`config.mk`:
```
export PLATFORM = sky130hd
export DESIGN_NAME = vend_txn_controller_flat
export DESIGN_NICKNAME = d
export VERILOG_FILES = /design/src/rtl/vend_txn_controller_if.sv /design/src/rtl/vend_txn_controller.sv /design/src/flat_wrapper.sv
export SDC_FILE = /design/constraint.sdc
export NUM_CORES = 1
export LEC_CHECK = 0
export CAP_MARGIN = 20
export CORE_AREA = 5 5 98 100
export DETAILED_ROUTE_END_ITERATION = 6
export DIE_AREA = 0 0 103 105
export PLACE_DENSITY = 0.85
export SLEW_MARGIN = 20
export SYNTH_ARGS = -nofsm -noshare
export SYNTH_HDL_FRONTEND = slang
export SYNTH_SLANG_ARGS = --single-unit
```
`constraint.sdc`:
```
create_clock -name clk -period 11 [get_ports clk]
set_input_delay 2.2 -clock clk [delete_from_list [all_inputs] [get_ports clk]]
set_output_delay 2.2 -clock clk [all_outputs]
set_load 0.01 [all_outputs]
```
`src/rtl/vend_txn_controller_if.sv`:
```
// Purchase-path bus between the coin/keypad front end and vend_txn_controller.
// The master side drives coins, selections, inventory/price vectors and change_ack.
interface vend_txn_controller_if;
  logic        coin_valid;
  logic [3:0]  coin_value;
  logic        select_valid;
  logic [2:0]  select_type;
  logic [3:0]  select_qty;
  logic        cancel;
  logic [19:0] all_number;
  logic [19:0] all_price;
  logic        change_ack;
  logic [7:0]  credit;
  logic [11:0] saved_money;
  logic [19:0] update_all_number;
  logic        vend_valid;
  logic [2:0]  vend_type;
  logic [3:0]  vend_qty;
  logic        change_valid;
  logic [7:0]  change_amount;
  logic        error;
  logic [1:0]  err_code;
  logic [2:0]  state;

  modport master (
    output coin_valid, coin_value, select_valid, select_type, select_qty, cancel,
           all_number, all_price, change_ack,
    input  credit, saved_money, update_all_number, vend_valid, vend_type, vend_qty,
           change_valid, change_amount, error, err_code, state
  );

  modport slave (
    input  coin_valid, coin_value, select_valid, select_type, select_qty, cancel,
           all_number, all_price, change_ack,
    output credit, saved_money, update_all_number, vend_valid, vend_type, vend_qty,
           change_valid, change_amount, error, err_code, state
  );
endinterface

```
`src/rtl/vend_txn_controller.sv`:
```
// Multi-cycle, cancellable vending purchase sequencer: credit -> check -> vend -> change.
// Optional CREDIT idle-timeout refund enabled by defining VEND_TIMEOUT_EN.
module vend_txn_controller #(
  parameter int unsigned TIMEOUT_CYCLES = 1000
) (
  input logic clk,
  input logic reset,
  vend_txn_controller_if.slave bus
);

  // Handshake: change_valid rises with change_amount and both hold until the
  // edge on which change_ack is sampled high; vend_valid and error are
  // single-cycle pulses with no back-pressure.
  typedef enum logic [2:0] {
    IDLE   = 3'd0,
    CREDIT = 3'd1,
    CHECK  = 3'd2,
    VEND   = 3'd3,
    CHANGE = 3'd4
  } state_t;

  state_t      state_q;
  logic [7:0]  credit_q;
  logic [11:0] saved_q;
  logic [2:0]  type_q;
  logic [3:0]  qty_q;
  logic [7:0]  cost_q;
  logic        vend_valid_q;
  logic        change_valid_q;
  logic [7:0]  change_amount_q;
  logic        error_q;
  logic [1:0]  err_code_q;

  logic [3:0]  price_sel;
  logic [3:0]  stock_sel;
  logic        type_ok;
  logic [7:0]  cost;
  logic [8:0]  coin_sum;
  logic [12:0] saved_sum;
  logic [19:0] upd_number;

  always_comb begin
    price_sel = 4'd0;
    stock_sel = 4'd0;
    type_ok   = 1'b0;
    for (int k = 1; k <= 5; k++) begin
      if (type_q == 3'(k)) begin
        price_sel = bus.all_price[4*k-4 +: 4];
        stock_sel = bus.all_number[4*k-4 +: 4];
        type_ok   = 1'b1;
      end
    end
  end

  assign cost      = {4'd0, qty_q} * {4'd0, price_sel};
  assign coin_sum  = {1'b0, credit_q} + {5'd0, bus.coin_value};
  assign saved_sum = {1'b0, saved_q} + {5'd0, cost_q};

  // Only the latched product's field changes, and only during the VEND cycle.
  always_comb begin
    upd_number = bus.all_number;
    if (state_q == VEND) begin
      for (int k = 1; k <= 5; k++) begin
        if (type_q == 3'(k)) upd_number[4*k-4 +: 4] = stock_sel - qty_q;
      end
    end
  end

`ifdef VEND_TIMEOUT_EN
  logic [15:0] idle_cnt;
  logic        timeout_hit;
  assign timeout_hit = (idle_cnt == 16'(TIMEOUT_CYCLES - 1));
`else
  logic [31:0] unused_timeout;
  assign unused_timeout = TIMEOUT_CYCLES;
`endif

  always_ff @(posedge clk or posedge reset) begin
    if (reset) begin
      state_q         <= IDLE;
      credit_q        <= 8'd0;
      saved_q         <= 12'd0;
      type_q          <= 3'd0;
      qty_q           <= 4'd0;
      cost_q          <= 8'd0;
      vend_valid_q    <= 1'b0;
      change_valid_q  <= 1'b0;
      change_amount_q <= 8'd0;
      error_q         <= 1'b0;
      err_code_q      <= 2'd0;
`ifdef VEND_TIMEOUT_EN
      idle_cnt        <= 16'd0;
`endif
    end else begin
      error_q      <= 1'b0;
      vend_valid_q <= 1'b0;
`ifdef VEND_TIMEOUT_EN
      idle_cnt     <= 16'd0;
`endif
      case (state_q)
        IDLE: begin
          if (bus.coin_valid) begin
            credit_q <= coin_sum[7:0];
            state_q  <= CREDIT;
          end
        end
        CREDIT: begin
          if (bus.select_valid) begin
            type_q  <= bus.select_type;
            qty_q   <= bus.select_qty;
            state_q <= CHECK;
            if (bus.coin_valid) begin
              error_q    <= 1'b1;
              err_code_q <= 2'd3;
            end
          end else if (bus.cancel) begin
            state_q         <= CHANGE;
            change_valid_q  <= 1'b1;
            change_amount_q <= credit_q;
            if (bus.coin_valid) begin
              error_q    <= 1'b1;
              err_code_q <= 2'd3;
            end
          end else if (bus.coin_valid) begin
            if (coin_sum[8]) begin
              error_q    <= 1'b1;
              err_code_q <= 2'd3;
            end else begin
              credit_q <= coin_sum[7:0];
            end
`ifdef VEND_TIMEOUT_EN
          end else if (timeout_hit) begin
            state_q         <= CHANGE;
            change_valid_q  <= 1'b1;
            change_amount_q <= credit_q;
          end else begin
            idle_cnt <= idle_cnt + 16'd1;
`endif
          end
        end
        CHECK: begin
          cost_q <= cost;
          if (!type_ok || qty_q == 4'd0 || stock_sel < qty_q) begin
            error_q    <= 1'b1;
            err_code_q <= 2'd1;
            state_q    <= CREDIT;
          end else if (cost > credit_q) begin
            error_q    <= 1'b1;
            err_code_q <= 2'd2;
            state_q    <= CREDIT;
          end else begin
            vend_valid_q <= 1'b1;
            state_q      <= VEND;
          end
        end
        VEND: begin
          credit_q <= credit_q - cost_q;
          saved_q  <= saved_sum[12] ? 12'hFFF : saved_sum[11:0];
          if (credit_q != cost_q) begin
            state_q         <= CHANGE;
            change_valid_q  <= 1'b1;
            change_amount_q <= credit_q - cost_q;
          end else begin
            state_q <= IDLE;
          end
        end
        CHANGE: begin
          if (bus.coin_valid) begin
            error_q    <= 1'b1;
            err_code_q <= 2'd3;
          end
          if (bus.change_ack) begin
            credit_q       <= 8'd0;
            change_valid_q <= 1'b0;
            state_q        <= IDLE;
          end
        end
        default: state_q <= IDLE;
      endcase
    end
  end

  assign bus.credit            = credit_q;
  assign bus.saved_money       = saved_q;
  assign bus.update_all_number = upd_number;
  assign bus.vend_valid        = vend_valid_q;
  assign bus.vend_type         = type_q;
  assign bus.vend_qty          = qty_q;
  assign bus.change_valid      = change_valid_q;
  assign bus.change_amount     = change_amount_q;
  assign bus.error             = error_q;
  assign bus.err_code          = err_code_q;
  assign bus.state             = state_q;

endmodule
```
`src/flat_wrapper.sv`:
```
// flat-port wrapper written by rule: the top's interface ports become plain ports
module vend_txn_controller_flat 
#(
  parameter int unsigned TIMEOUT_CYCLES = 1000
)
  (clk, reset, bus_coin_valid, bus_coin_value, bus_select_valid, bus_select_type, bus_select_qty, bus_cancel, bus_all_number, bus_all_price, bus_change_ack, bus_credit, bus_saved_money, bus_update_all_number, bus_vend_valid, bus_vend_type, bus_vend_qty, bus_change_valid, bus_change_amount, bus_error, bus_err_code, bus_state);
  vend_txn_controller_if bus_i ();
  input logic clk;
  input logic reset;
  input wire logic [$bits(bus_i.coin_valid)-1:0] bus_coin_valid;
  input wire logic [$bits(bus_i.coin_value)-1:0] bus_coin_value;
  input wire logic [$bits(bus_i.select_valid)-1:0] bus_select_valid;
  input wire logic [$bits(bus_i.select_type)-1:0] bus_select_type;
  input wire logic [$bits(bus_i.select_qty)-1:0] bus_select_qty;
  input wire logic [$bits(bus_i.cancel)-1:0] bus_cancel;
  input wire logic [$bits(bus_i.all_number)-1:0] bus_all_number;
  input wire logic [$bits(bus_i.all_price)-1:0] bus_all_price;
  input wire logic [$bits(bus_i.change_ack)-1:0] bus_change_ack;
  output wire logic [$bits(bus_i.credit)-1:0] bus_credit;
  output wire logic [$bits(bus_i.saved_money)-1:0] bus_saved_money;
  output wire logic [$bits(bus_i.update_all_number)-1:0] bus_update_all_number;
  output wire logic [$bits(bus_i.vend_valid)-1:0] bus_vend_valid;
  output wire logic [$bits(bus_i.vend_type)-1:0] bus_vend_type;
  output wire logic [$bits(bus_i.vend_qty)-1:0] bus_vend_qty;
  output wire logic [$bits(bus_i.change_valid)-1:0] bus_change_valid;
  output wire logic [$bits(bus_i.change_amount)-1:0] bus_change_amount;
  output wire logic [$bits(bus_i.error)-1:0] bus_error;
  output wire logic [$bits(bus_i.err_code)-1:0] bus_err_code;
  output wire logic [$bits(bus_i.state)-1:0] bus_state;
  assign bus_i.coin_valid = bus_coin_valid;
  assign bus_i.coin_value = bus_coin_value;
  assign bus_i.select_valid = bus_select_valid;
  assign bus_i.select_type = bus_select_type;
  assign bus_i.select_qty = bus_select_qty;
  assign bus_i.cancel = bus_cancel;
  assign bus_i.all_number = bus_all_number;
  assign bus_i.all_price = bus_all_price;
  assign bus_i.change_ack = bus_change_ack;
  assign bus_credit = bus_i.credit;
  assign bus_saved_money = bus_i.saved_money;
  assign bus_update_all_number = bus_i.update_all_number;
  assign bus_vend_valid = bus_i.vend_valid;
  assign bus_vend_type = bus_i.vend_type;
  assign bus_vend_qty = bus_i.vend_qty;
  assign bus_change_valid = bus_i.change_valid;
  assign bus_change_amount = bus_i.change_amount;
  assign bus_error = bus_i.error;
  assign bus_err_code = bus_i.err_code;
  assign bus_state = bus_i.state;
  vend_txn_controller #(.TIMEOUT_CYCLES(TIMEOUT_CYCLES)) u_core (.clk(clk), .reset(reset), .bus(bus_i));
endmodule
```
# Word-level counts from Yosys, hierarchy flattened
# Cells that the tools add are included.
# word_totals
regBits	51
in_bits	57
out_inout_bits	63
elab_cells	120
# op_classes
n_addsub	4
mul	1
magnitude_cmp	2
eq_ne	22
muxes	65
reduce_logical	15
# ops
operator	n
$mux 8	9
$mux 4	15
$pmux 8 s4	1
$mux 20	1
$mux 1	19
$mux 3	6
$mux 2	8
$ne 2x2->1 const B	8
$pmux 8 s2	1
$pmux 3 s5	1
$add 12x8->13	1
$eq 3x2->1 const B	4
$mux 12	1
$add 8x4->9	1
$eq 3x3->1 const B	3
$gt 8x8->1	1
$mul 4x4->8	1
$ne 8x8->1	1
$reduce_and 4->1	2
$sub 8x8->8	1
$reduce_and 7->1	1
$eq 3x1->1 const B	2
$pmux 1 s3	2
$pmux 2 s3	1
16 further kinds	18

# Depth between registers and ports, before layout
# Gate-level depths: netlist (run 1).
# logic_depth
depth_word	11
ltp_mapped	21
depth_no_buf	21

# Worst setup path after synthesis (run 1)
# No wires, ideal clock.
# synth_path
path_type	input port to flip-flop
startpoint	input bus_all_price[11]
endpoint	register u_core.state_q[1] (netlist: u_core.bus.state[1])
arrival_ns	5.828
slack_ns	5.045
stages	19
path_cell_list	mux2_2 > a22oi_1 > o22a_1 > nand2b_1 > fa_1 > inv_1 > fa_1 > ha_1 > a21o_1 > a21oi_1 > o21bai_1 > a21oi_1 > xnor2_1 > ha_1 > nand4_1 > a21oi_1 > o22ai_1 > and2_1 > or2_2
# synth_via
elab_chain_cells	8
# synth_rtl
element	line_no	text
start, declared	flat_wrapper.sv:17	input wire logic [$bits(bus_i.all_price)-1:0] bus_all_price;
$mux 4 (3 in a row)	vend_txn_controller.sv:47	if (type_q == 3'(k)) begin
$mul 4x4->8	vend_txn_controller.sv:55	assign cost = {4'd0, qty_q} * {4'd0, price_sel};
named net u_core.cost[7]	vend_txn_controller.sv:37	logic [7:0] cost;
$gt 8x8->1	vend_txn_controller.sv:147	end else if (cost > credit_q) begin
$mux 2	vend_txn_controller.sv:147	
$mux 3	vend_txn_controller.sv:143	if (!type_ok || qty_q == 4'd0 || stock_sel < qty_q) begin
$pmux 3 s5	vend_txn_controller.sv:100	case (state_q)
end signal, assigned	vend_txn_controller.sv:104	state_q <= CREDIT;
end signal, assigned	vend_txn_controller.sv:146	state_q <= CREDIT;
end signal, assigned	vend_txn_controller.sv:150	state_q <= CREDIT;
end, declared	vend_txn_controller.sv:22	state_t state_q;
# The timed path passes the listed nets, and every way through them passes these cells.
# A chain may end at the register's enable or synchronous reset.

# Final worst setup path (run 1)
# layout_path
startpoint	input bus_all_number[0]
endpoint	output bus_update_all_number[2]
# layout_via
elab_chain_cells	8
# layout_rtl
element	line_no	text
start, declared	flat_wrapper.sv:16	input wire logic [$bits(bus_i.all_number)-1:0] bus_all_number;
$mux 4 (5 in a row)	vend_txn_controller.sv:47	
$sub 4x4->4	vend_txn_controller.sv:64	if (type_q == 3'(k)) upd_number[4*k-4 +: 4] = stock_sel - qty_q;
$mux 4	vend_txn_controller.sv:64	
$mux 20	vend_txn_controller.sv:62	if (state_q == VEND) begin
end, declared	flat_wrapper.sv:21	output wire logic [$bits(bus_i.update_all_number)-1:0] bus_update_all_number;
# No other way between the ends.

==> out/qor.txt, run 1 <==
FLOORPLANNING
-----------------------------------------------------------------------------------------
Initial core utilization ...................................................        52.1%
I/O pin cnt ................................................................          120
X dimension of the die .....................................................       103 um
Vertical extent of the die .................................................       105 um
Core footprint .............................................................    8590 um^2
DIE AREA ...................................................................  10,800 um^2
Floorplan row count ........................................................           34

FINAL LAYOUT
-----------------------------------------------------------------------------------------
Final Non-Filler Cells .....................................................          731
Area added between synthesis and finish ....................................        30.6%
Most used cells in the layout excluding fill and tap cells ................. sky130_fd_sc_hd__clkdlybuf4s50_1, sky130_fd_sc_hd__dfrtp_1, sky130_fd_sc_hd__ha_1
Number of inserted diodes ..................................................            0
NumNets Final ..............................................................          730
Filler cell count in the final layout ......................................          709
Fraction of layout instances using a drive strength above 1 ................        7.70%
Commonest non-fill, non-tap cell in the layout ............................. sky130_fd_sc_hd__clkdlybuf4s50_1
Finished Cell Area .........................................................    5840 um^2

DETAILED ROUTING
-----------------------------------------------------------------------------------------
Average wire per standard cell .............................................      17.4 um
Uppermost routed layer .....................................................         met4
DRC violation count after routing ..........................................            0
Routed WL ..................................................................    12,700 um
Wire length on met2 ........................................................      6270 um
DR pass1 iterations ........................................................            5
Remaining number of nets flagged by the antenna check after routing ........            0
Vias after detailed routing ................................................        4,340
Routed length on met3 ......................................................       593 um
Detailed Route Iter0 Violations ............................................          255
Via-per-instance ratio .....................................................         5.94
Routed length on met1 ......................................................      5390 um

SYNTH
-----------------------------------------------------------------------------------------
Area fraction of the dominant cell type after synthesis ....................        28.5%
Dominant synthesized flop cell ............................................. sky130_fd_sc_hd__dfrtp_1
Top post-synthesis cells by area ........................................... sky130_fd_sc_hd__dfrtp_1, sky130_fd_sc_hd__ha_1, sky130_fd_sc_hd__mux2_2
Mapped Area ................................................................    4470 um^2
Synthesized area per cell ..................................................    8.72 um^2
Mapped Nets ................................................................          621
Seq cells post-synth .......................................................           51
Number of flops mapped to enable cells by yosys ............................            0
Library cells used by synthesis ............................................           55
Proportion of register bits with asynchronous set or reset after synthesis .         100%
Cell type with the largest total area after synthesis ...................... sky130_fd_sc_hd__dfrtp_1
Register area share after synthesis ........................................        28.5%
Synthesized instance count .................................................          513
Synth warnings .............................................................            0

CTS
-----------------------------------------------------------------------------------------
Number of buffers inserted to repair setup after CTS .......................            0
Post-cts gate resize count .................................................            0
Number of levels in the clock H-tree .......................................            2
Total of hold buffers inserted after clock tree synthesis ..................            0
Root Driver ................................................................ sky130_fd_sc_hd__clkbuf_8
Clock tree from TritonCTS ..................................................         done
Maximum buffer depth of the clock tree .....................................            2
TritonCTS Buffers ..........................................................            5
Clock-pin slew on the worst setup and hold paths ...........................      0.10 ns
Clock Sinks ................................................................           51
Insertion delay of the later-clocked pin in the worst-skew pair ............      0.31 ns

TIMING
-----------------------------------------------------------------------------------------
Final count of negative-setup-slack endpoints ..............................            0
Final total negative setup slack ...........................................         0 ns
Number of hold violations in the final report ..............................            0
Final period demand of the worst path ......................................      7.08 ns
Max frequency ..............................................................      141 MHz
Slew Limit Fails ...........................................................            0
Relative max-transition margin .............................................        40.3%
Worst-Margin Slew ..........................................................     0.896 ns
Post-route fraction of the period consumed by the critical path ............        64.3%
Fin Clk Skew ...............................................................    0.0104 ns
Unrepaired setup endpoints after global routing ............................           no

GLOBAL ROUTING
-----------------------------------------------------------------------------------------
Maximum number of pins on one net before global-route repair ...............           52
Gr usage total .............................................................        23.9%
Number of antenna violations at the first check in global routing ..........            0
Remaining global-route overflow ............................................            0
Vias in the first global route .............................................        4,395
Global-route wire length before repair .....................................    21,000 um

PLACED DESIGN
-----------------------------------------------------------------------------------------
Detailed Place HPWL ........................................................    10,200 um
Area after DPL .............................................................    5720 um^2
Placed Cells incl. Taps ....................................................          723
Routability congestion estimate ............................................        0.951
Count of port buffers added during placement ...............................          119

POWER AND IR DROP
-----------------------------------------------------------------------------------------
Part of the total power dissipated in sequential elements ..................        21.6%
Power per unit of standard cell area .......................................  304 nW/um^2
Fraction of power consumed by the clock network ............................         7.7%
Post-layout total power ....................................................      1.78 mW
Sw power ...................................................................     0.849 mW
Worst voltage drop across the vdd grid .....................................     0.158 mV
Cell internal pwr ..........................................................     0.929 mW
Switching part of the total ................................................        47.7%
Leakage power total ........................................................      2.56 nW
Portion of total power attributed to combinational logic ...................        70.6%

WORST SETUP PATH
-----------------------------------------------------------------------------------------
Maximum fanout encountered on the critical timing path .....................            5
Crit Path Category ......................................................... primary input to output port
Signal arrival time at the worst endpoint ..................................      4.88 ns
Worst Setup Start Kind ..................................................... primary input
Setup crit end kind ........................................................  output port
Req. time, crit path .......................................................      8.80 ns

RUN STATUS
-----------------------------------------------------------------------------------------
Status .....................................................................    completed

RUN
-----------------------------------------------------------------------------------------
Number of maximum-capacitance constraint violations ........................            0

HOLD PATH
-----------------------------------------------------------------------------------------
Path type of the worst min-delay path ...................................... flop to flop

worst paths after layout:
path	slack, ns	startpoint	end	depth (start not counted)
max	3.92	bus_all_number[0]	bus_update_all_number[2]	11
min	0.52	u_core.bus.change_amount[0]	u_core.bus.change_amount[0]	1
max reg2reg	5.53	u_core.bus.vend_type[1]	u_core.bus.state[1]	20
min reg2reg	0.52	u_core.bus.change_amount[0]	u_core.bus.change_amount[0]	1
max in group asynchronous	8.11	reset	u_core.bus.credit[5]	2
min in group asynchronous	2.35	reset	u_core.bus.saved_money[9]	2
final cells by class:
class | instances | area [um^2] | share of cell area [%]
tap | 108 | 135 | 2.31
clock buffer | 5 | 68.8 | 1.18
timing repair buffer | 120 | 1200 | 20.5
multi-input combinational | 404 | 2960 | 50.7
clock inverter | 3 | 47.5 | 0.814
inverter | 40 | 151 | 2.59
sequential | 51 | 1280 | 21.9
flip-flops by register name (all words and copies together), names as in the netlist:
name                      count
u_core.bus.change_amount      8
u_core.bus.change_valid       1
u_core.bus.credit             8
u_core.bus.err_code           2
u_core.bus.error              1
u_core.bus.saved_money       12
u_core.bus.state              3
u_core.bus.vend_qty           4
u_core.bus.vend_type          3
u_core.bus.vend_valid         1
u_core.cost_q                 8
kinds of logic (layout without fill, tap and decap cells):
group | after synthesis | count (layout) | synth area share, %
buffers and inverters | 58 | 168 | 5.23
muxes | 39 | 39 | 9.73
DFF | 51 | 51 | 28.5
and+or+nand+nor | 145 | 145 | 16.0
xor gates and xnor gates | 12 | 12 | 2.35
adders and majority gates | 51 | 51 | 15.6
AOI/OAI and AO/OA | 157 | 157 | 22.6
critical path, cell delays in order:
cell                              delay [ns]
sky130_fd_sc_hd__clkdlybuf4s50_1        0.44
sky130_fd_sc_hd__inv_1                  0.06
sky130_fd_sc_hd__o21ai_0                0.07
sky130_fd_sc_hd__a22o_1                 0.22
sky130_fd_sc_hd__a21oi_1                0.15
sky130_fd_sc_hd__ha_1                   0.16
sky130_fd_sc_hd__inv_1                  0.07
sky130_fd_sc_hd__fa_1                   0.42
sky130_fd_sc_hd__xnor2_1                0.40
sky130_fd_sc_hd__o21ai_0                0.20
sky130_fd_sc_hd__clkdlybuf4s50_1        0.51
power by group through the flow:
stage / combinational, mW / clock [mW] / sequential, mW
6_report: 1.26 / 0.137 / 0.385
3_5_place_dp: 1.24 / 0 / 0.385
3_3_place_gp: 1.19 / 0 / 0.382
4_1_cts: 1.25 / 0.139 / 0.382
5_1_grt: 1.40 / 0.146 / 0.399
2_1_floorplan: 0.850 / 0 / 0.377
synthesized netlist by cell type, drive strengths merged, types with 2 or more instances:
| cell type | n |
|---|---|
| a211o | 2 |
| a211oi | 6 |
| a21boi | 2 |
| a21o | 9 |
| a21oi | 38 |
| a22o | 2 |
| a22oi | 9 |
| a31oi | 6 |
| and2 | 6 |
| and3 | 2 |
| buf | 8 |
| clkbuf | 10 |
| dfrtp | 51 |
| fa | 8 |
| ha | 43 |
| inv | 40 |
| mux2 | 30 |
| mux2i | 9 |
| nand2 | 38 |
| nand2b | 9 |
| nand3 | 10 |
| nand4 | 6 |
| nor2 | 41 |
| nor2b | 13 |
| nor3 | 9 |
| nor3b | 2 |
| o211ai | 6 |
| o21a | 7 |
| o21ai | 38 |
| o21bai | 4 |
| o22a | 10 |
| o22ai | 9 |
| o31a | 4 |
| o31ai | 3 |
| or3 | 2 |
| or3b | 2 |
| xnor2 | 9 |
| xor2 | 3 |
per-layer routing:
metal  track usage [%]  vias to the layer above
met3              3.40                       41
li1                  -                     2064
met5                 0                        -
met4              9.81                        0
met1              31.9                     2085
met2              38.4                      150
stage by stage:
stage,utilization (%),hold WS [ns],setup WS (ns)
2_1_floorplan,-,0.475,5.04
3_3_place_gp,66.6,0.488,4.07
3_5_place_dp,66.6,0.490,3.96
4_1_cts,68.0,0.525,3.95
5_1_grt,68.0,0.539,3.75
6_report,68.0,0.519,3.92
Power figures use the tool's default switching activity.
==> run 2, diff against run 1 <==
--- a/config.mk
+++ b/config.mk
@@ -6,10 +6,10 @@
 export NUM_CORES = 1
 export LEC_CHECK = 0
 export CAP_MARGIN = 20
-export CORE_AREA = 5 5 98 100
+export CORE_AREA = 5 5 106 108
 export DETAILED_ROUTE_END_ITERATION = 6
-export DIE_AREA = 0 0 103 105
-export PLACE_DENSITY = 0.85
+export DIE_AREA = 0 0 111 113
+export PLACE_DENSITY = 0.77
 export SLEW_MARGIN = 20
 export SYNTH_ARGS = -nofsm -noshare
 export SYNTH_HDL_FRONTEND = slang
==> constraint.sdc (replaced) <==
create_clock -name clk -period 6.1 [get_ports clk]
set_input_delay 1.22 -clock clk [delete_from_list [all_inputs] [get_ports clk]]
set_output_delay 1.22 -clock clk [all_outputs]
set_load 0.01 [all_outputs]
==> run 2 against run 1 <==
Compared with the run above:
- clock skew fell by 0.0027 ns
- utilization down 10 points
- sequential power increased by 82%
- non-clock buffer count increased by 2
- largest power group unchanged
- register-to-register slack lost 4.7 ns
- die area rose by 16%
- global-route usage decreased by 4.4 points
- via count shrank 2.0%
- count of clock-buffer cells in the layout did not move
==> out/qor.txt, run 2 (synthesized netlist as in run 1, its figures left out) <==
WORST SETUP PATH
----------------------------------------------------------------------------------
CP bufs+invs ........................................................            2   -2
Setup crit end kind .................................................         flop
Reg-to-reg critical path endpoint ................................... u_core.bus.state[1]
Slowest library cell on the worst path .............................. sky130_fd_sc_hd__fa_1
Most repeated library cell on the critical path ..................... sky130_fd_sc_hd__a21oi_1
Worst stage delay on the critical path ..............................      0.54 ns   +0.03 ns
Worst reg2reg startpoint ............................................ u_core.bus.vend_type[1]
Worst Setup Start Kind .............................................. primary input
Signal arrival time at the worst endpoint ...........................      5.70 ns   +0.82 ns
Req. time, crit path ................................................      6.30 ns   -2.50 ns
Crit Path Category .................................................. primary input to flop
Worst reg-to-reg path cell count ....................................           21   +5.0%
Critical path's top delay family ....................................  adder cells
Worst reg-to-reg setup slack ........................................      0.85 ns   -4.68 ns
Maximum fanout encountered on the critical timing path ..............            4   -1
Cell-by-cell listing of the critical path ........................... clkdlybuf4s50_1 -> mux2_2 -> a22oi_1 -> o22a_1 -> nand2b_1 -> fa_1 -> inv_1 -> fa_1 -> ha_1 -> a21o_1 -> a21oi_1 -> o21bai_1 -> a21oi_1 -> xnor2_1 -> ha_1 -> nand4_1 -> a21oi_1 -> o22ai_1 -> and2_1 -> or2_2

FINAL LAYOUT
----------------------------------------------------------------------------------
NumNets Final .......................................................          732   +0.27%
Finished Cell Area ..................................................    5860 um^2   +0.39%
Most used cells in the layout excluding fill and tap cells .......... sky130_fd_sc_hd__clkdlybuf4s50_1, sky130_fd_sc_hd__dfrtp_1, sky130_fd_sc_hd__ha_1
Number of flip-flops in the largest register ........................           12   unchanged
Area added between synthesis and finish .............................        31.1%
Commonest non-fill, non-tap cell in the layout ...................... sky130_fd_sc_hd__clkdlybuf4s50_1
Fraction of layout instances using a drive strength above 1 .........        8.00%   +0.30 points
Number of inserted diodes ...........................................            0   unchanged

DETAILED ROUTING
----------------------------------------------------------------------------------
Routed WL ...........................................................    12,700 um   -0.48%
DR pass1 iterations .................................................            5   unchanged
Average wire per standard cell ......................................      16.7 um   -4.4%
Vias after detailed routing .........................................        4,255   -2.0%
Remaining number of nets flagged by the antenna check after routing .            0   unchanged
Detailed Route Iter0 Violations .....................................          331   +30%
DRC violation count after routing ...................................            0   unchanged
Via-per-instance ratio ..............................................         5.59   -5.8%

HOLD PATH
----------------------------------------------------------------------------------
Path type of the worst min-delay path ............................... flop to flop
Worst hold endpoint ................................................. u_core.bus.change_valid
Number of cells on the worst hold path ..............................            1   unchanged
Hold path start ..................................................... u_core.bus.change_valid

TIMING
----------------------------------------------------------------------------------
Slew Limit Fails ....................................................            0   unchanged
Number of hold violations in the final report .......................            0   unchanged
Final total negative setup slack ....................................         0 ns   unchanged
Worst hold slack ....................................................     0.513 ns   -0.00632 ns
Relative max-transition margin ......................................        35.7%   -4.5 points
Max frequency .......................................................      182 MHz
Post-route fraction of the period consumed by the critical path .....        90.2%
Final count of negative-setup-slack endpoints .......................            0   unchanged
Final worst setup slack .............................................     0.597 ns   -3.33 ns
Final period demand of the worst path ...............................      5.50 ns
Fin Clk Skew ........................................................   0.00772 ns   -0.00267 ns
Unrepaired setup endpoints after global routing .....................           no
Worst-Margin Slew ...................................................     0.964 ns   +0.0682 ns

CTS
----------------------------------------------------------------------------------
Total of hold buffers inserted after clock tree synthesis ...........            0   unchanged
Clock tree from TritonCTS ...........................................         done
Clock Sinks .........................................................           51   unchanged
Number of levels in the clock H-tree ................................            2   unchanged
Maximum buffer depth of the clock tree ..............................            2   unchanged
TritonCTS Buffers ...................................................            5   unchanged
Post-cts gate resize count ..........................................            0   unchanged
Insertion delay of the later-clocked pin in the worst-skew pair .....      0.31 ns   about the same
Clock-pin slew on the worst setup and hold paths ....................      0.10 ns   about the same
Number of buffers inserted to repair setup after CTS ................            0   unchanged
Root Driver ......................................................... sky130_fd_sc_hd__clkbuf_8

POWER AND IR DROP
----------------------------------------------------------------------------------
Sw power ............................................................      1.54 mW   +81%
Switching part of the total .........................................        48.3%   +0.60 points
Part of the total power dissipated in sequential elements ...........        22.1%   +0.5 points
Power per unit of standard cell area ................................  542 nW/um^2   +78%
Post-layout total power .............................................      3.18 mW   +79%
Leakage power total .................................................      2.55 nW   -0.31%
Cell internal pwr ...................................................      1.64 mW   +77%
Worst voltage drop across the vdd grid ..............................     0.304 mV   +93%
Fraction of power consumed by the clock network .....................         6.3%   -1.4 points
Portion of total power attributed to combinational logic ............        71.6%   +1.0 points

RUN
----------------------------------------------------------------------------------
Number of maximum-capacitance constraint violations .................            0   unchanged

PLACED DESIGN
----------------------------------------------------------------------------------
Routability congestion estimate .....................................        0.910   -4.3%
Area after DPL ......................................................    5770 um^2   +0.87%
Worst setup timing slack at the placement stage .....................     0.285 ns   -3.68 ns
Detailed Place HPWL .................................................    10,200 um   about the same
Count of port buffers added during placement ........................          119   unchanged

FLOORPLANNING
----------------------------------------------------------------------------------
Core footprint ......................................................  10,100 um^2   +18%
DIE AREA ............................................................  12,500 um^2   +16%
I/O pin cnt .........................................................          120   unchanged
Initial core utilization ............................................        44.1%   -7.9 points
Vertical extent of the die ..........................................       113 um   +7.6%
Floorplan row count .................................................           37   +8.8%
X dimension of the die ..............................................       111 um   +7.8%

RUN STATUS
----------------------------------------------------------------------------------
Status ..............................................................    completed

GLOBAL ROUTING
----------------------------------------------------------------------------------
Maximum number of pins on one net before global-route repair ........           52   unchanged
Global-route wire length before repair ..............................    20,500 um   -2.4%
Number of antenna violations at the first check in global routing ...            0   unchanged
Gr usage total ......................................................        19.5%   -4.4 points
Vias in the first global route ......................................        4,152   -5.5%
Remaining global-route overflow .....................................            0   unchanged

==> run 2: cell count changes in the layout (fill, tap and decap cells not counted) <==
| cell | previous run | this run |
|---|---|---|
| sky130_fd_sc_hd__buf_4 | 1 | 3 |
| sky130_fd_sc_hd__clkinvlp_4 | 0 | 2 |
| sky130_fd_sc_hd__bufinv_16 | 1 | 0 |
| sky130_fd_sc_hd__clkinv_2 | 1 | 2 |
| sky130_fd_sc_hd__clkinv_4 | 1 | 0 |
| sky130_fd_sc_hd__inv_6 | 1 | 0 |
==> run 2: stage by stage <==
stage / instances / utilization, %
after floorplan: 513 / -
after global placement: 753 / 56.9
after detailed placement: 753 / 56.9
after CTS: 761 / 57.8
after global routing: 761 / 57.8
final: 761 / 57.8
==> run 2: worst max-delay path by stage <==
stage                           start                  end  depth (start not counted)
global route         bus_all_price[1]  u_core.bus.state[1]                         21
finish              bus_all_price[11]  u_core.bus.state[1]                         20
floorplan           bus_all_price[11]  u_core.bus.state[1]                         19
detailed placement  bus_all_price[11]  u_core.bus.state[1]                         20
CTS                 bus_all_price[11]  u_core.bus.state[1]                         20
global placement     bus_all_price[3]  u_core.bus.state[1]                         20
==> run 2: power groups by stage <==
stage	combinational [mW]	sequential (mW)	clock [mW]
after CTS	2.27	0.696	0.203
after global placement	2.17	0.698	0
after global routing	2.52	0.726	0.221
after detailed placement	2.25	0.702	0
after floorplan	1.53	0.679	0
final	2.28	0.701	0.201
==> run 2: per-layer routing <==
layer  up-vias  routed length, um  global-route usage, %
met2       110               6410                   34.4
met4         0                130                   3.94
met3        12                484                   3.32
met1      2060               5660                   25.2
met5         -                  0                      0
li1       2073                  -                      -
==> run 2: layout make-up <==
class / count / area (um^2)
fillers: 897 / 4280
well taps: 136 / 170
repair buffers: 122 / 1210
inverters: 40 / 151
multi-input cells: 404 / 2960
clock inverters: 3 / 20.0
flip-flops and latches: 51 / 1280
clock buffers: 5 / 68.8
==> run 2: worst reg2reg max path: cells and delay by family, from the launching register on <==
family                     cells  cell delay, ns
buffers and inverters          2            0.23
xor gates and xnor gates       1            0.11
adders and majority gates      4            1.63
DFF                            1            0.72
and+or+nand+nor                6            1.15
AOI/OAI and AO/OA              8            1.31
==> run 3, diff against run 2 <==
--- a/config.mk
+++ b/config.mk
@@ -6,10 +6,10 @@
 export NUM_CORES = 1
 export LEC_CHECK = 0
 export CAP_MARGIN = 20
-export CORE_AREA = 5 5 106 108
+export CORE_AREA = 5 5 101 103
 export DETAILED_ROUTE_END_ITERATION = 6
-export DIE_AREA = 0 0 111 113
-export PLACE_DENSITY = 0.77
+export DIE_AREA = 0 0 106 108
+export PLACE_DENSITY = 0.81
 export SLEW_MARGIN = 20
 export SYNTH_ARGS = -nofsm -noshare
 export SYNTH_HDL_FRONTEND = slang
==> constraint.sdc (replaced) <==
create_clock -name clk -period 5.6 [get_ports clk]
set_input_delay 1.12 -clock clk [delete_from_list [all_inputs] [get_ports clk]]
set_output_delay 1.12 -clock clk [all_outputs]
set_load 0.01 [all_outputs]
==> run 3 against run 2 <==
Compared with the run above:
- largest cell class unchanged
- via count up 1.6%
- worst hold slack better by 0.0055 ns
- clock power up 8%
- flip-flop and latch count unchanged
- utilization up 6.6 points
- power up 10%
- sequential power up 6.4%
- largest power group unchanged
- non-clock buffer count up 5
- global-route usage up 3.4 points
==> out/qor.txt, run 3 (synthesized netlist as in run 1, its figures left out) <==
CTS
----------------------------------------------------------------------------------
Maximum buffer depth of the clock tree ..............................            2   unchanged
Clock tree from TritonCTS ...........................................         done
TritonCTS Buffers ...................................................            5   unchanged
Number of levels in the clock H-tree ................................            2   unchanged
Clock-pin slew on the worst setup and hold paths ....................      0.10 ns   about the same
Clock Sinks .........................................................           51   unchanged
Insertion delay of the later-clocked pin in the worst-skew pair .....      0.31 ns   about the same
Total of hold buffers inserted after clock tree synthesis ...........            0   unchanged
Root Driver ......................................................... sky130_fd_sc_hd__clkbuf_8

TIMING
----------------------------------------------------------------------------------
Fin Clk Skew ........................................................   0.00816 ns   +0.000440 ns
Final worst setup slack .............................................     0.298 ns   -0.299 ns
Final total negative setup slack ....................................         0 ns   unchanged
Slew Limit Fails ....................................................            0   unchanged
Post-route fraction of the period consumed by the critical path .....        94.7%
Final period demand of the worst path ...............................      5.30 ns
Worst hold slack ....................................................     0.519 ns   +0.00552 ns
Max frequency .......................................................      189 MHz
Number of hold violations in the final report .......................            0   unchanged
Worst-Margin Slew ...................................................      1.05 ns   +0.0848 ns
Relative max-transition margin ......................................        30.1%   -5.7 points
Final count of negative-setup-slack endpoints .......................            0   unchanged
Unrepaired setup endpoints after global routing .....................           no

DETAILED ROUTING
----------------------------------------------------------------------------------
Average wire per standard cell ......................................      17.7 um   +5.9%
DR pass1 iterations .................................................            5   unchanged
Via-per-instance ratio ..............................................         5.83   +4.3%
Detailed Route Iter0 Violations .....................................          261   -21%
Remaining number of nets flagged by the antenna check after routing .            0   unchanged
DRC violation count after routing ...................................            0   unchanged
Vias after detailed routing .........................................        4,322   +1.6%
Routed WL ...........................................................    13,100 um   +3.1%

POWER AND IR DROP
----------------------------------------------------------------------------------
Power per unit of standard cell area ................................  595 nW/um^2   +9.9%
Cell internal pwr ...................................................      1.81 mW   +10%
Portion of total power attributed to combinational logic ............        72.5%   +0.9 points
Fraction of power consumed by the clock network .....................         6.2%   about the same
Switching part of the total .........................................        48.1%   -0.21 points
Sw power ............................................................      1.68 mW   +9.6%
Worst voltage drop across the vdd grid ..............................     0.380 mV   +25%
Leakage power total .................................................      2.58 nW   +1.0%
Part of the total power dissipated in sequential elements ...........        21.3%   -0.8 points

PLACED DESIGN
----------------------------------------------------------------------------------
Worst setup timing slack at the placement stage .....................   0.00593 ns   -0.279 ns
Count of port buffers added during placement ........................          119   unchanged
Placed Cells incl. Taps .............................................          733   -2.7%
Detailed Place HPWL .................................................    10,500 um   +3.0%
Routability congestion estimate .....................................        0.905   -0.63%

GLOBAL ROUTING
----------------------------------------------------------------------------------
Global-route wire length before repair ..............................    21,300 um   +3.8%
Vias in the first global route ......................................        4,383   +5.6%
Gr usage total ......................................................        22.8%   +3.4 points
Maximum number of pins on one net before global-route repair ........           52   unchanged
Remaining global-route overflow .....................................            0   unchanged
Number of antenna violations at the first check in global routing ...            0   unchanged

WORST SETUP PATH
----------------------------------------------------------------------------------
Crit Path Category .................................................. primary input to flop
Worst reg-to-reg path cell count ....................................           19   -9.5%
Setup crit end kind .................................................         flop
Slowest library cell on the worst path .............................. sky130_fd_sc_hd__fa_1
Signal arrival time at the worst endpoint ...........................      5.56 ns   -0.14 ns
Reg-to-reg critical path endpoint ................................... u_core.bus.state[1]
Worst stage delay on the critical path ..............................      0.51 ns   -0.03 ns
Worst reg2reg startpoint ............................................ u_core.bus.vend_type[1]
Cell-by-cell listing of the critical path ........................... clkdlybuf4s50_1 -> mux2_2 -> a22oi_1 -> o22a_1 -> nand2b_1 -> fa_1 -> inv_1 -> fa_1 -> ha_1 -> a21o_1 -> a21oi_1 -> o21bai_1 -> a21oi_1 -> xnor2_1 -> ha_1 -> a21oi_1 -> o21ai_0 -> o22ai_1 -> and2_1 -> or2_2
Worst reg-to-reg setup slack ........................................      0.58 ns   -0.27 ns
Req. time, crit path ................................................      5.86 ns   -0.44 ns
Worst Setup Start Kind .............................................. primary input
Most repeated library cell on the critical path ..................... sky130_fd_sc_hd__a21oi_1
Maximum fanout encountered on the critical timing path ..............            4   unchanged

RUN
----------------------------------------------------------------------------------
Number of maximum-capacitance constraint violations .................            0   unchanged

RUN STATUS
----------------------------------------------------------------------------------
Status ..............................................................    completed

FINAL LAYOUT
----------------------------------------------------------------------------------
Final Non-Filler Cells ..............................................          741   -2.6%
Most used cells in the layout excluding fill and tap cells .......... sky130_fd_sc_hd__clkdlybuf4s50_1, sky130_fd_sc_hd__dfrtp_1, sky130_fd_sc_hd__ha_1
Fraction of layout instances using a drive strength above 1 .........        8.73%   +0.73 points
Total area of sequential cells ......................................    1280 um^2   unchanged
Commonest non-fill, non-tap cell in the layout ...................... sky130_fd_sc_hd__clkdlybuf4s50_1
Filler cell count in the final layout ...............................          760   -15%
Number of inserted diodes ...........................................            0   unchanged
Area added between synthesis and finish .............................        31.3%
Number of flip-flops in the largest register ........................           12   unchanged
NumNets Final .......................................................          737   +0.68%
Combined area of the multi-input logic cells ........................    2970 um^2   +0.13%

HOLD PATH
----------------------------------------------------------------------------------
Number of cells on the worst hold path ..............................            1   unchanged
Path type of the worst min-delay path ............................... flop to flop
Worst hold endpoint ................................................. u_core.bus.change_valid
Hold path start ..................................................... u_core.bus.change_valid

FLOORPLANNING
----------------------------------------------------------------------------------
Initial core utilization ............................................        49.1%   +5.0 points
I/O pin cnt .........................................................          120   unchanged
Core footprint ......................................................    9110 um^2   -10%
X dimension of the die ..............................................       106 um   -4.5%
Vertical extent of the die ..........................................       108 um   -4.4%
DIE AREA ............................................................  11,400 um^2   -8.7%
Floorplan row count .................................................           35   -5.4%

[run 3: cell types whose count changed in the layout (fill, tap and decap cells not counted)]
cell	previous run	this run
sky130_fd_sc_hd__inv_2	0	1
sky130_fd_sc_hd__clkbuf_1	0	1
sky130_fd_sc_hd__a21oi_2	0	1
sky130_fd_sc_hd__inv_6	0	1
sky130_fd_sc_hd__a21oi_1	38	37
sky130_fd_sc_hd__clkinvlp_4	2	1
sky130_fd_sc_hd__buf_4	3	8
sky130_fd_sc_hd__clkinv_2	2	0
[run 3: layer usage]
| metal | routed length [um] | GRT usage [%] |
|---|---|---|
| met1 | 5640 | 29.4 |
| met2 | 6770 | 40.7 |
| met3 | 511 | 3.40 |
| met4 | 157 | 5.27 |
| met5 | 0 | 0 |
[run 3: power groups by stage]
stage / registers (mW) / clock network [mW] / logic (mW)
global placement: 0.739 / 0 / 2.42
finish: 0.746 / 0.217 / 2.53
global route: 0.772 / 0.243 / 2.81
detailed placement: 0.747 / 0 / 2.50
CTS: 0.742 / 0.224 / 2.53
floorplan: 0.740 / 0 / 1.67
[run 3: worst max-delay path, delay by kind of cell]
family          cells  cell delay, ns
xor+xnor            1            0.16
mux                 1            0.15
compound gates      9            1.46
buf+inv             2            0.51
simple gates        3            0.56
fa+ha+maj           4            1.59
[run 3: per-stage QoR]
stage          power, mW  instance area (um^2)  util, %
5_1_grt             3.83                  5870     64.5
4_1_cts             3.49                  5870     64.4
6_report            3.50                  5870     64.5
2_1_floorplan       2.41                  4470        -
3_3_place_gp        3.16                  5780     63.4
3_5_place_dp        3.25                  5780     63.4
[run 3: final cells by class]
| cell class | count | share of cell area [%] |
|---|---|---|
| clock buffer | 6 | 1.24 |
| clock inverter | 2 | 0.277 |
| inverter | 40 | 2.56 |
| multi-input combinational | 404 | 50.5 |
| sequential | 51 | 21.7 |
| tap | 111 | 2.37 |
| timing repair buffer | 127 | 21.3 |
[run 3: repair_timing]
item	CTS	global route
setup buffers	0	0
gates resized for setup	0	1
setup endpoints to repair	0	1
[run 3: worst max-delay path by stage]
stage | startpoint | endpoint | slack [ns]
6_report | bus_all_price[10] | u_core.bus.state[1] | 0.30
4_1_cts | bus_all_price[2] | u_core.bus.state[1] | 0.31
2_1_floorplan | bus_all_price[11] | u_core.bus.state[1] | 0.72
3_3_place_gp | bus_all_price[2] | u_core.bus.state[1] | 0.14
3_5_place_dp | bus_all_price[2] | u_core.bus.state[1] | 0.006
5_1_grt | bus_all_price[10] | u_core.bus.state[1] | 0.06
